==> src/rtl/mc_control_unit_pkg.sv <==
// Shared types and constants for the multi-cycle control unit: state encoding,
// opcode map, ALU function codes, PC operations and the opcode decoder.
package mc_ctrl_pkg;

  typedef enum logic [2:0] {
    ST_IDLE,
    ST_FETCH,
    ST_DECODE,
    ST_EXEC,
    ST_WRITEBACK,
    ST_BRANCH,
    ST_HALT,
    ST_FAULT
  } state_e;

  typedef enum logic [1:0] {
    CLS_ALU,
    CLS_BRANCH,
    CLS_HALT
  } op_class_e;

  localparam logic [3:0] OP_MOVB = 4'b0000;
  localparam logic [3:0] OP_MOVA = 4'b0001;
  localparam logic [3:0] OP_ADD  = 4'b0010;
  localparam logic [3:0] OP_ADDI = 4'b0011;
  localparam logic [3:0] OP_SUB  = 4'b0101;
  localparam logic [3:0] OP_ANDI = 4'b0110;
  localparam logic [3:0] OP_AND  = 4'b0111;
  localparam logic [3:0] OP_OR   = 4'b1001;
  localparam logic [3:0] OP_JMP  = 4'b1010;
  localparam logic [3:0] OP_JZ   = 4'b1011;
  localparam logic [3:0] OP_HALT = 4'b1111;

  localparam logic [2:0] ALU_PASS = 3'b000;
  localparam logic [2:0] ALU_ADD  = 3'b001;
  localparam logic [2:0] ALU_SUB  = 3'b010;
  localparam logic [2:0] ALU_AND  = 3'b011;
  localparam logic [2:0] ALU_OR   = 3'b100;

  localparam logic [1:0] PC_HOLD = 2'b00;
  localparam logic [1:0] PC_INC  = 2'b01;
  localparam logic [1:0] PC_LOAD = 2'b10;

  typedef struct packed {
    logic      legal;
    op_class_e cls;
    logic [2:0] alu_func;
    logic      src_imm;
  } op_dec_t;

  // Maps an opcode to its class and ALU controls; unknown opcodes are flagged illegal.
  function automatic op_dec_t decode_op(input logic [3:0] op);
    op_dec_t d;
    d.legal    = 1'b1;
    d.cls      = CLS_ALU;
    d.alu_func = ALU_PASS;
    d.src_imm  = 1'b0;
    case (op)
      OP_MOVB: ;
      OP_MOVA: d.src_imm = 1'b1;
      OP_ADD:  d.alu_func = ALU_ADD;
      OP_ADDI: begin d.alu_func = ALU_ADD; d.src_imm = 1'b1; end
      OP_SUB:  begin d.alu_func = ALU_SUB; d.src_imm = 1'b1; end
      OP_ANDI: begin d.alu_func = ALU_AND; d.src_imm = 1'b1; end
      OP_AND:  d.alu_func = ALU_AND;
      OP_OR:   begin d.alu_func = ALU_OR; d.src_imm = 1'b1; end
      OP_JMP, OP_JZ: d.cls = CLS_BRANCH;
      OP_HALT: d.cls = CLS_HALT;
      default: d.legal = 1'b0;
    endcase
    return d;
  endfunction

endpackage

==> src/rtl/mc_control_unit_if.sv <==
// Handshake and control bus between the sequencer (master) and the datapath (slave).
interface mc_control_unit_if #(
  parameter int NUM_REGS = 4,
  parameter int CNT_W    = 16
);
  localparam int RD_W = (NUM_REGS > 1) ? $clog2(NUM_REGS) : 1;

  logic                start;
  logic                ir_valid;
  logic                alu_done;
  logic [3:0]          opcode;
  logic [RD_W-1:0]     rd;
  logic                z_flag;
  logic                fetch_pulse;
  logic                pc_pulse;
  logic [1:0]          pc_ctrl;
  logic                group_pulse;
  logic                alu_src_imm;
  logic [2:0]          alu_func;
  logic [NUM_REGS-1:0] reg_we;
  logic                halted;
  logic                fault;
  logic [CNT_W-1:0]    retired;

  modport master (
    input  start, ir_valid, alu_done, opcode, rd, z_flag,
    output fetch_pulse, pc_pulse, pc_ctrl, group_pulse, alu_src_imm, alu_func,
           reg_we, halted, fault, retired
  );

  modport slave (
    output start, ir_valid, alu_done, opcode, rd, z_flag,
    input  fetch_pulse, pc_pulse, pc_ctrl, group_pulse, alu_src_imm, alu_func,
           reg_we, halted, fault, retired
  );
endinterface

==> src/rtl/mc_control_unit_wait_timer.sv <==
// Cycle counter for handshake waits; expired is high in the TIMEOUT-th cycle after a clear.
module wait_timer #(
  parameter int TIMEOUT = 16
) (
  input  logic clk,
  input  logic rst,
  input  logic clear_i,
  input  logic run_i,
  output logic expired_o
);
  localparam int TW = (TIMEOUT > 2) ? $clog2(TIMEOUT) : 1;
  localparam logic [TW-1:0] LAST = TW'(TIMEOUT - 1);

  logic [TW-1:0] cnt_q, cnt_d;

  // Clear has priority; the count saturates at the last cycle so expired stays asserted.
  always_comb begin
    cnt_d = cnt_q;
    if (clear_i)
      cnt_d = '0;
    else if (run_i && (cnt_q != LAST))
      cnt_d = cnt_q + 1'b1;
  end

  // Counter register.
  always_ff @(posedge clk) begin
    if (rst) cnt_q <= '0;
    else     cnt_q <= cnt_d;
  end

  assign expired_o = (cnt_q == LAST);
endmodule

==> src/rtl/mc_control_unit.sv <==
// Multi-cycle instruction sequencer: fetch, decode, execute and write-back with
// HALT, sticky FAULT, handshake timeouts and a wrapping retired-instruction counter.
module mc_control_unit
  import mc_ctrl_pkg::*;
#(
  parameter int NUM_REGS = 4,
  parameter int TIMEOUT  = 16,
  parameter int CNT_W    = 16
) (
  input logic               clk,
  input logic               rst,
  mc_control_unit_if.master bus
);
  localparam int RD_W = (NUM_REGS > 1) ? $clog2(NUM_REGS) : 1;

  state_e state_q, state_d;

  logic [3:0]      op_q;
  logic [RD_W-1:0] rd_q;
  logic            z_q;
  logic [3:0]      op_eff;
  logic [RD_W-1:0] rd_eff;
  logic            z_eff;
  op_dec_t         dec;
  logic            enter, taken, retire;
  logic            tmr_clear, tmr_run, tmr_expired;

  logic                fetch_q, fetch_d;
  logic                pcp_q, pcp_d;
  logic [1:0]          pcc_q, pcc_d;
  logic                grp_q, grp_d;
  logic                imm_q, imm_d;
  logic [2:0]          func_q, func_d;
  logic [NUM_REGS-1:0] we_q, we_d;
  logic                halt_q, halt_d;
  logic                fault_q, fault_d;
  logic [CNT_W-1:0]    ret_q, ret_d;

  // While in DECODE the IR fields are live on the bus; afterwards use the captured copy.
  assign op_eff = (state_q == ST_DECODE) ? bus.opcode : op_q;
  assign rd_eff = (state_q == ST_DECODE) ? bus.rd     : rd_q;
  assign z_eff  = (state_q == ST_DECODE) ? bus.z_flag : z_q;
  assign dec    = decode_op(op_eff);
  assign taken  = (op_eff == OP_JMP) || ((op_eff == OP_JZ) && z_eff);

  assign enter     = (state_d != state_q);
  assign tmr_clear = enter && ((state_d == ST_FETCH) || (state_d == ST_EXEC));
  assign tmr_run   = (state_q == ST_FETCH) || (state_q == ST_EXEC);

  wait_timer #(.TIMEOUT(TIMEOUT)) u_timer (
    .clk       (clk),
    .rst       (rst),
    .clear_i   (tmr_clear),
    .run_i     (tmr_run),
    .expired_o (tmr_expired)
  );

  // State register.
  always_ff @(posedge clk) begin
    if (rst) state_q <= ST_IDLE;
    else     state_q <= state_d;
  end

  // Next-state logic; the handshake is checked before the timeout.
  always_comb begin
    state_d = state_q;
    case (state_q)
      ST_IDLE, ST_HALT: if (bus.start) state_d = ST_FETCH;
      ST_FETCH: begin
        if (bus.ir_valid)      state_d = ST_DECODE;
        else if (tmr_expired)  state_d = ST_FAULT;
      end
      ST_DECODE: begin
        if (!dec.legal) state_d = ST_FAULT;
        else begin
          case (dec.cls)
            CLS_ALU:    state_d = ST_EXEC;
            CLS_BRANCH: state_d = ST_BRANCH;
            CLS_HALT:   state_d = ST_HALT;
            default:    state_d = ST_FAULT;
          endcase
        end
      end
      ST_EXEC: begin
        if (bus.alu_done)      state_d = ST_WRITEBACK;
        else if (tmr_expired)  state_d = ST_FAULT;
      end
      ST_WRITEBACK, ST_BRANCH: state_d = ST_FETCH;
      ST_FAULT: state_d = ST_FAULT;
      default:  state_d = ST_IDLE;
    endcase
  end

  // Output logic: next values of the registered outputs, pulses only on state entry.
  always_comb begin
    fetch_d = enter && (state_d == ST_FETCH);
    grp_d   = enter && (state_d == ST_EXEC);
    pcp_d   = fetch_d || (enter && (state_d == ST_BRANCH) && taken);
    pcc_d   = PC_HOLD;
    if (fetch_d)    pcc_d = PC_INC;
    else if (pcp_d) pcc_d = PC_LOAD;
    func_d  = (state_d == ST_EXEC) ? dec.alu_func : ALU_PASS;
    imm_d   = (state_d == ST_EXEC) ? dec.src_imm  : 1'b0;
    we_d    = (state_d == ST_WRITEBACK) ? (NUM_REGS'(1) << rd_eff) : '0;
    halt_d  = (state_d == ST_HALT);
    fault_d = (state_d == ST_FAULT);
    retire  = (state_q == ST_WRITEBACK) || (state_q == ST_BRANCH) ||
              ((state_q == ST_DECODE) && (state_d == ST_HALT));
    ret_d   = ret_q + CNT_W'(retire);
  end

  // Registered outputs and retired counter.
  always_ff @(posedge clk) begin
    if (rst) begin
      fetch_q <= 1'b0;
      pcp_q   <= 1'b0;
      pcc_q   <= PC_HOLD;
      grp_q   <= 1'b0;
      imm_q   <= 1'b0;
      func_q  <= ALU_PASS;
      we_q    <= '0;
      halt_q  <= 1'b0;
      fault_q <= 1'b0;
      ret_q   <= '0;
    end else begin
      fetch_q <= fetch_d;
      pcp_q   <= pcp_d;
      pcc_q   <= pcc_d;
      grp_q   <= grp_d;
      imm_q   <= imm_d;
      func_q  <= func_d;
      we_q    <= we_d;
      halt_q  <= halt_d;
      fault_q <= fault_d;
      ret_q   <= ret_d;
    end
  end

  // Instruction fields are captured once, at the end of DECODE.
  always_ff @(posedge clk) begin
    if (state_q == ST_DECODE) begin
      op_q <= bus.opcode;
      rd_q <= bus.rd;
      z_q  <= bus.z_flag;
    end
  end

  assign bus.fetch_pulse = fetch_q;
  assign bus.pc_pulse    = pcp_q;
  assign bus.pc_ctrl     = pcc_q;
  assign bus.group_pulse = grp_q;
  assign bus.alu_src_imm = imm_q;
  assign bus.alu_func    = func_q;
  assign bus.reg_we      = we_q;
  assign bus.halted      = halt_q;
  assign bus.fault       = fault_q;
  assign bus.retired     = ret_q;
endmodule
==> src/flat_wrapper.sv <==
// flat-port wrapper written by rule: the top's interface ports become plain ports
module mc_control_unit_flat import mc_ctrl_pkg::*;
#(
  parameter int NUM_REGS = 4,
  parameter int TIMEOUT  = 16,
  parameter int CNT_W    = 16
)
  (clk, rst, bus_start, bus_ir_valid, bus_alu_done, bus_opcode, bus_rd, bus_z_flag, bus_fetch_pulse, bus_pc_pulse, bus_pc_ctrl, bus_group_pulse, bus_alu_src_imm, bus_alu_func, bus_reg_we, bus_halted, bus_fault, bus_retired);
  mc_control_unit_if #(.NUM_REGS(NUM_REGS), .CNT_W(CNT_W)) bus_i ();
  input logic clk;
  input logic rst;
  input wire logic [$bits(bus_i.start)-1:0] bus_start;
  input wire logic [$bits(bus_i.ir_valid)-1:0] bus_ir_valid;
  input wire logic [$bits(bus_i.alu_done)-1:0] bus_alu_done;
  input wire logic [$bits(bus_i.opcode)-1:0] bus_opcode;
  input wire logic [$bits(bus_i.rd)-1:0] bus_rd;
  input wire logic [$bits(bus_i.z_flag)-1:0] bus_z_flag;
  output wire logic [$bits(bus_i.fetch_pulse)-1:0] bus_fetch_pulse;
  output wire logic [$bits(bus_i.pc_pulse)-1:0] bus_pc_pulse;
  output wire logic [$bits(bus_i.pc_ctrl)-1:0] bus_pc_ctrl;
  output wire logic [$bits(bus_i.group_pulse)-1:0] bus_group_pulse;
  output wire logic [$bits(bus_i.alu_src_imm)-1:0] bus_alu_src_imm;
  output wire logic [$bits(bus_i.alu_func)-1:0] bus_alu_func;
  output wire logic [$bits(bus_i.reg_we)-1:0] bus_reg_we;
  output wire logic [$bits(bus_i.halted)-1:0] bus_halted;
  output wire logic [$bits(bus_i.fault)-1:0] bus_fault;
  output wire logic [$bits(bus_i.retired)-1:0] bus_retired;
  assign bus_i.start = bus_start;
  assign bus_i.ir_valid = bus_ir_valid;
  assign bus_i.alu_done = bus_alu_done;
  assign bus_i.opcode = bus_opcode;
  assign bus_i.rd = bus_rd;
  assign bus_i.z_flag = bus_z_flag;
  assign bus_fetch_pulse = bus_i.fetch_pulse;
  assign bus_pc_pulse = bus_i.pc_pulse;
  assign bus_pc_ctrl = bus_i.pc_ctrl;
  assign bus_group_pulse = bus_i.group_pulse;
  assign bus_alu_src_imm = bus_i.alu_src_imm;
  assign bus_alu_func = bus_i.alu_func;
  assign bus_reg_we = bus_i.reg_we;
  assign bus_halted = bus_i.halted;
  assign bus_fault = bus_i.fault;
  assign bus_retired = bus_i.retired;
  mc_control_unit #(.NUM_REGS(NUM_REGS), .TIMEOUT(TIMEOUT), .CNT_W(CNT_W)) u_core (.clk(clk), .rst(rst), .bus(bus_i));
endmodule
==> config.mk <==
export PLATFORM = sky130hd
export DESIGN_NAME = mc_control_unit_flat
export DESIGN_NICKNAME = d
export VERILOG_FILES = /design/src/rtl/mc_control_unit_pkg.sv /design/src/rtl/mc_control_unit_if.sv /design/src/rtl/mc_control_unit_wait_timer.sv /design/src/rtl/mc_control_unit.sv /design/src/flat_wrapper.sv
export SDC_FILE = /design/constraint.sdc
export NUM_CORES = 1
export LEC_CHECK = 0
export CAP_MARGIN = 20
export CORE_MARGIN = 2
export CORE_UTILIZATION = 45
export DETAILED_ROUTE_END_ITERATION = 7
export PLACE_DENSITY = 0.74
export SYNTH_ARGS = -nofsm -noshare
export SYNTH_HDL_FRONTEND = slang
export SYNTH_HIERARCHICAL = 1
export SYNTH_SLANG_ARGS = --single-unit
==> constraint.sdc <==
create_clock -name clk -period 2.9 [get_ports clk]
set_clock_uncertainty 0.2 [all_clocks]
set_input_delay 0.29 -clock clk [delete_from_list [all_inputs] [get_ports clk]]
set_output_delay 0.29 -clock clk [all_outputs]
set_load 0.01 [all_outputs]
== Word-level counts from Yosys, hierarchy flattened ==
Cells that the tools add are included.

* Bits in registers: 45
* Latch bits: 0
* Memory bits (writable): 0
* Bits in read-only memories: 0
* Logic and storage cells: 93
* Memories kept: 0

* Add/sub/neg operators: 2
* Multiply operators: 0
* Div/mod/pow operators: 0
* Order comparisons: 0
* Equality and inequality tests: 28
* Shift operators: 1
* Multiplexer cells: 16
* Bitwise gates (word level): 2
* Reduce and logical (&&, ||, !) cells: 28

{| class="wikitable"
|+ Operators by type and width
! cell !! count
|-
| == test 3 bit (second input constant) || 8
|-
| == test 4 bit (second input constant) || 5
|-
| case mux 3 bit (6 select lines) || 1
|-
| OR reduction 2 bit || 9
|-
| adder 16 x 1 -> 16 bit || 1
|-
| two-way mux 3 bit || 5
|-
| == test 4 x 3 -> 1 bit (second input constant) || 3
|-
| case mux 3 bit (4 select lines) || 1
|-
| OR reduction 11 bit || 1
|-
| == test 3 x 2 -> 1 bit (second input constant) || 3
|-
| case mux 3 bit (3 select lines) || 1
|-
| == test 4 x 2 -> 1 bit (second input constant) || 2
|-
| logical AND 1 bit || 8
|-
| == test 3 x 1 -> 1 bit (second input constant) || 2
|-
| logical OR 1 bit || 6
|-
| OR reduction 5 bit || 1
|-
| adder 4 x 1 -> 4 bit (second input constant) || 1
|-
| == test 4 x 1 -> 1 bit (second input constant) || 1
|-
| zero test 4 bit || 1
|-
| two-way mux 1 bit || 4
|-
| two-way mux 2 bit || 2
|-
| two-way mux 4 bit || 1
|-
| != test 4 bit (second input constant) || 1
|-
| case mux 2 bit (2 select lines) || 1
|-
| 7 further kinds || 8
|}

== Longest topological paths before layout ==
* Word-level depth: 15
* Depth in mapped cells: 11
* Mapped depth without buffers: 11

== Cells and area by module ==
Netlist, hierarchy kept.

{| class="wikitable"
|+ By module, submodules not included
! module !! times used !! cells each !! area each (um2)
|-
| mc_control_unit || 1 || 194 || 1,806.7
|-
| wait_timer || 1 || 22 || 211.5
|}

== Least setup slack after synthesis ==
No wires, ideal clock.

* Kind: register -> register
* From: reg u_core.state_q[0]
* To: reg u_core.ret_q[14] (netlist: u_core/bus.retired[14])
* Arrival time: 2.337 ns
* Required time: 2.572 ns
* Path slack: 0.235 ns
* Cell stages (with the launch flop): 11
* Path buffers: 1
* Cell sequence: dfxtp_1 -> or3b_1 -> buf_6 -> or2_1 -> o21ai_1 -> ha_1 -> ha_1 -> nand3_1 -> or4_1 -> xnor2_1 -> nor2_1

* Longest elaborated chain between the ends: 13

{| class="wikitable"
|+ Ends and longest elaborated chain
! what !! line !! text
|-
| from (decl) || mc_control_unit.sv:16 || <nowiki>state_e state_q, state_d;</nowiki>
|-
| from (signal assigned) || mc_control_unit.sv:61 || <nowiki>else state_q <= state_d;</nowiki>
|-
| == test 3 x 2 -> 1 bit || mc_control_unit.sv:40, mc_control_unit.sv:67, mc_control_unit.sv:108 ||
|-
| two-way mux 4 bit || -- ||
|-
| == test 4 bit || mc_control_unit_pkg.sv:58 || <nowiki>case (op)</nowiki>
|-
| OR reduction 2 bit || -- ||
|-
| case mux 2 bit (2 select lines) || mc_control_unit_pkg.sv:58 ||
|-
| == test 2 bit (tied with other cells) || mc_control_unit.sv:76 || <nowiki>case (dec.cls)</nowiki>
|-
| case mux 3 bit (3 select lines) || mc_control_unit.sv:76 ||
|-
| two-way mux 3 bit || mc_control_unit.sv:74 || <nowiki>if (!dec.legal) state_d = ST_FAULT;</nowiki>
|-
| case mux 3 bit (6 select lines) || mc_control_unit.sv:67 || <nowiki>case (state_q)</nowiki>
|-
| == test 3 bit || mc_control_unit.sv:108 || <nowiki>((state_q == ST_DECODE) && (state_d == ST_HALT));</nowiki>
|-
| logical AND 1 bit || mc_control_unit.sv:108 ||
|-
| logical OR 1 bit * || mc_control_unit.sv:107 || <nowiki>retire = (state_q == ST_WRITEBACK) || (state_q == ST_BRANCH) ||</nowiki>
|-
| adder 16 x 1 -> 16 bit * || mc_control_unit.sv:109 || <nowiki>ret_d = ret_q + CNT_W'(retire);</nowiki>
|-
| to (signal assigned) || mc_control_unit.sv:135 || <nowiki>ret_q <= ret_d;</nowiki>
|-
| to (decl) || mc_control_unit.sv:37 || <nowiki>logic [CNT_W-1:0] ret_q, ret_d;</nowiki>
|}

Every way passes the cells marked *; elsewhere a longest branch is shown, timed or not.
A chain may end at the register's enable or synchronous reset.

== Worst setup path in the final report ==
Same ends and word-level chain as after synthesis.

==> results.json <==
{
  "status": "completed",
  "crit_path_end_kind": "flip-flop",
  "postSynthAreaPerCell_um2": 9.34,
  "synth-seq-cells": 44,
  "ant_nets": 0,
  "cts_setup_buffers": 0,
  "gp_congestion": 0.877,
  "required_ns": 2.87,
  "min_period_over_period": 0.881,
  "wl_um": 3990,
  "core_um2": 4320,
  "drv_slew": 0,
  "ir_worst_vdd_uv": 508,
  "die_h_um": 71.0,
  "die_area_um2": 5040,
  "grt_max_degree": 14,
  "drc": 0,
  "synth_nets": 231,
  "ys_async_sr_fraction": 0,
  "crit_type": "flip-flop to flip-flop",
  "fmax_ghz": 0.391,
  "post_cts_resize_count": 0,
  "grt_pass1_vias": 1648,
  "diodes": 0,
  "p_sw_frac": 0.349,
  "holdBufCountCts": 0,
  "min_path_type": "flip-flop to flip-flop",
  "setup_ws_ns": 0.346,
  "cts_buffers": 5,
  "cts_tree": "yes",
  "pwr-share-seq": 0.342,
  "yosysSeqAreaShare": 0.436,
  "numPortBuffers": 42,
  "viasPerCell": 5.32,
  "tightestPinTransition_ns": 0.506,
  "arrival_ns": 2.53,
  "clk_latency_ns": 0.29,
  "die_w_um": 71.0,
  "start_util": 0.467,
  "io_pins": 43,
  "first_pass_iters": 4,
  "drive_above_1_share": 0.133,
  "synth.yosys.warnings": 6,
  "p_per_area_nw_per_um2": 844,
  "drt-initial-drc-count": 61,
  "p_int_mw": 1.47,
  "power_mw": 2.26,
  "hold_violations": 0,
  "cp-start-kind": "flip-flop",
  "dp_hpwl_um": 3040,
  "critPathMaxFanout": 4,
  "slew_headroom": 0.662,
  "cts-root-buf": "clkbuf_8",
  "startpoint": "u_core/state_q[0]",
  "place_ws_ns": 0.0795,
  "synth_cell_types": 57,
  "p_leak_nw": 1.03,
  "placementRows": 24,
  "clkPwrFrac": 0.237,
  "antenna_found_initial": 0,
  "clkSlewWorstSetupHoldPaths_ns": 0.08,
  "route.vias.total": 1712,
  "cts_num_sinks": 44,
  "pwr-share-comb": 0.422,
  "grt_first_pass_wirelength_um": 7020,
  "maxCapViolations": 0,
  "h-tree-depth": 2,
  "r2r-start": "u_core/state_q[0]",
  "min_from": "u_core/z_q",
  "grt_use_total": 0.172,
  "wl_per_cell_um": 12.4,
  "rsz0062_at_grt": "false",
  "period_needed_ns": 2.55,
  "synth_ff_type": "dfxtp_1",
  "synth_edf_count": 0,
  "nNetsFinal": 285,
  "fin_setup_tns_ns": 0,
  "syn_inst": 216,
  "setup_viol_count_final": 0,
  "syn-cell-area_um2": 2020,
  "cts_buffer_depth": 2,
  "overflow": 0,
  "area_growth_pct": 32.9,
  "switching_power_mw": 0.791
}
worst paths after layout:
path                                                to  depth (start not counted)  slack (ns)
worst min-delay path                        u_core/z_q                          2        0.27
worst max register to register  u_core/bus.retired[14]                          9        0.35
worst max-delay path            u_core/bus.retired[14]                          9        0.35
worst min register to register              u_core/z_q                          2        0.27
cell usage after synthesis (2+ instances only):
cell type / count / area share
a21o_1: 2 / 0.0074
a21oi_1: 9 / 0.022
and3_1: 3 / 0.0093
and4_1: 2 / 0.0087
buf_2: 3 / 0.0074
dfxtp_1: 44 / 0.44
ha_1: 3 / 0.019
inv_1: 12 / 0.022
mux2_2: 2 / 0.011
mux2i_1: 5 / 0.025
nand2_1: 10 / 0.019
nand2_2: 2 / 0.0062
nand3_1: 9 / 0.022
nand4_1: 6 / 0.019
nand4b_1: 2 / 0.0087
nor2_1: 26 / 0.048
nor2b_1: 7 / 0.022
nor3_1: 8 / 0.020
nor4_2: 2 / 0.012
o211ai_1: 2 / 0.0074
o21a_1: 2 / 0.0074
o21ai_0: 5 / 0.012
o21ai_1: 4 / 0.0099
or3_1: 2 / 0.0062
or4_1: 2 / 0.0074
xnor2_1: 5 / 0.022
xor2_1: 7 / 0.030
per-layer routing:
layer / global-route usage / vias up / part of all wire
met5: 0 / - / 0
li1: - / 862 / -
met1: 0.205 / 799 / 0.44
met3: 0.0527 / 5 / 0.047
met4: 0.0566 / 0 / 0.012
met2: 0.296 / 46 / 0.50
critical path: stages (launching register included):
cell     delay, ns
dfxtp_1       0.32
or3b_1        0.40
or2_1         0.29
o21ai_1       0.10
ha_1          0.17
ha_1          0.16
nand3_1       0.10
or4_1         0.50
xnor2_1       0.15
nor2_1        0.05
final cells by class:
type	count	area, µm²
clock buffers	5	68.8
clock inverters	2	60.1
multi-input cells	152	1050
inverters	13	48.8
fillers	398	1640
well taps	52	65.1
flip-flops and latches	44	881
repair buffers	54	510
metrics by stage:
step	instance area, µm²	util	hold WS (ns)	instances
finish	2680	0.620	0.270	322
global route	2680	0.620	0.310	322
CTS	2680	0.620	0.277	322
detailed placement	2550	0.590	0.258	315
global placement	2550	0.590	0.237	315
floorplan	2020	-	0.170	216
logic make-up after synthesis:
logic type / count (synthesis) / synth area share
compound gates: 37 / 0.150
xor+xnor: 12 / 0.0521
fa+ha+maj: 3 / 0.0186
buf+inv: 20 / 0.0446
flops: 44 / 0.436
mux: 7 / 0.0360
simple gates: 93 / 0.262
registers in the layout (all words and copies together) (netlist names):
register	count
u_core/bus.fetch_pulse	1
u_core/z_q	1
u_core/state_q	3
u_core/bus.fault	1
u_core/bus.alu_src_imm	1
u_core/bus.retired	16
u_core/bus.alu_func	3
u_core/bus.halted	1
u_core/bus.group_pulse	1
u_core/bus.pc_pulse	1
u_core/u_timer/cnt_q	4
u_core/bus.reg_we	4
u_core/bus.pc_ctrl	1
u_core/op_q	4
u_core/rd_q	2
placed cells by master, fill, tap and decap left out, drive strengths merged, types with 5 or more instances in the layout:
master	n
mux2i	5
nand3	10
dfxtp	44
nor2	26
xor2	7
inv	13
nand4	6
buf	12
a21oi	9
o21ai	10
xnor2	5
nand2	13
clkbuf	5
clkdlybuf4s50	42
nor3	8
nor2b	7
power by group through the flow:
| stage | sequential, mW | clock (mW) | combinational [mW] |
|---|---|---|---|
| floorplan | 0.804 | 0 | 0.653 |
| global placement | 0.784 | 0 | 0.944 |
| detailed placement | 0.789 | 0 | 0.947 |
| CTS | 0.775 | 0.552 | 0.956 |
| global route | 0.787 | 0.575 | 1.06 |
| finish | 0.773 | 0.535 | 0.955 |
Note: power is estimated with default switching activity, not from simulation.
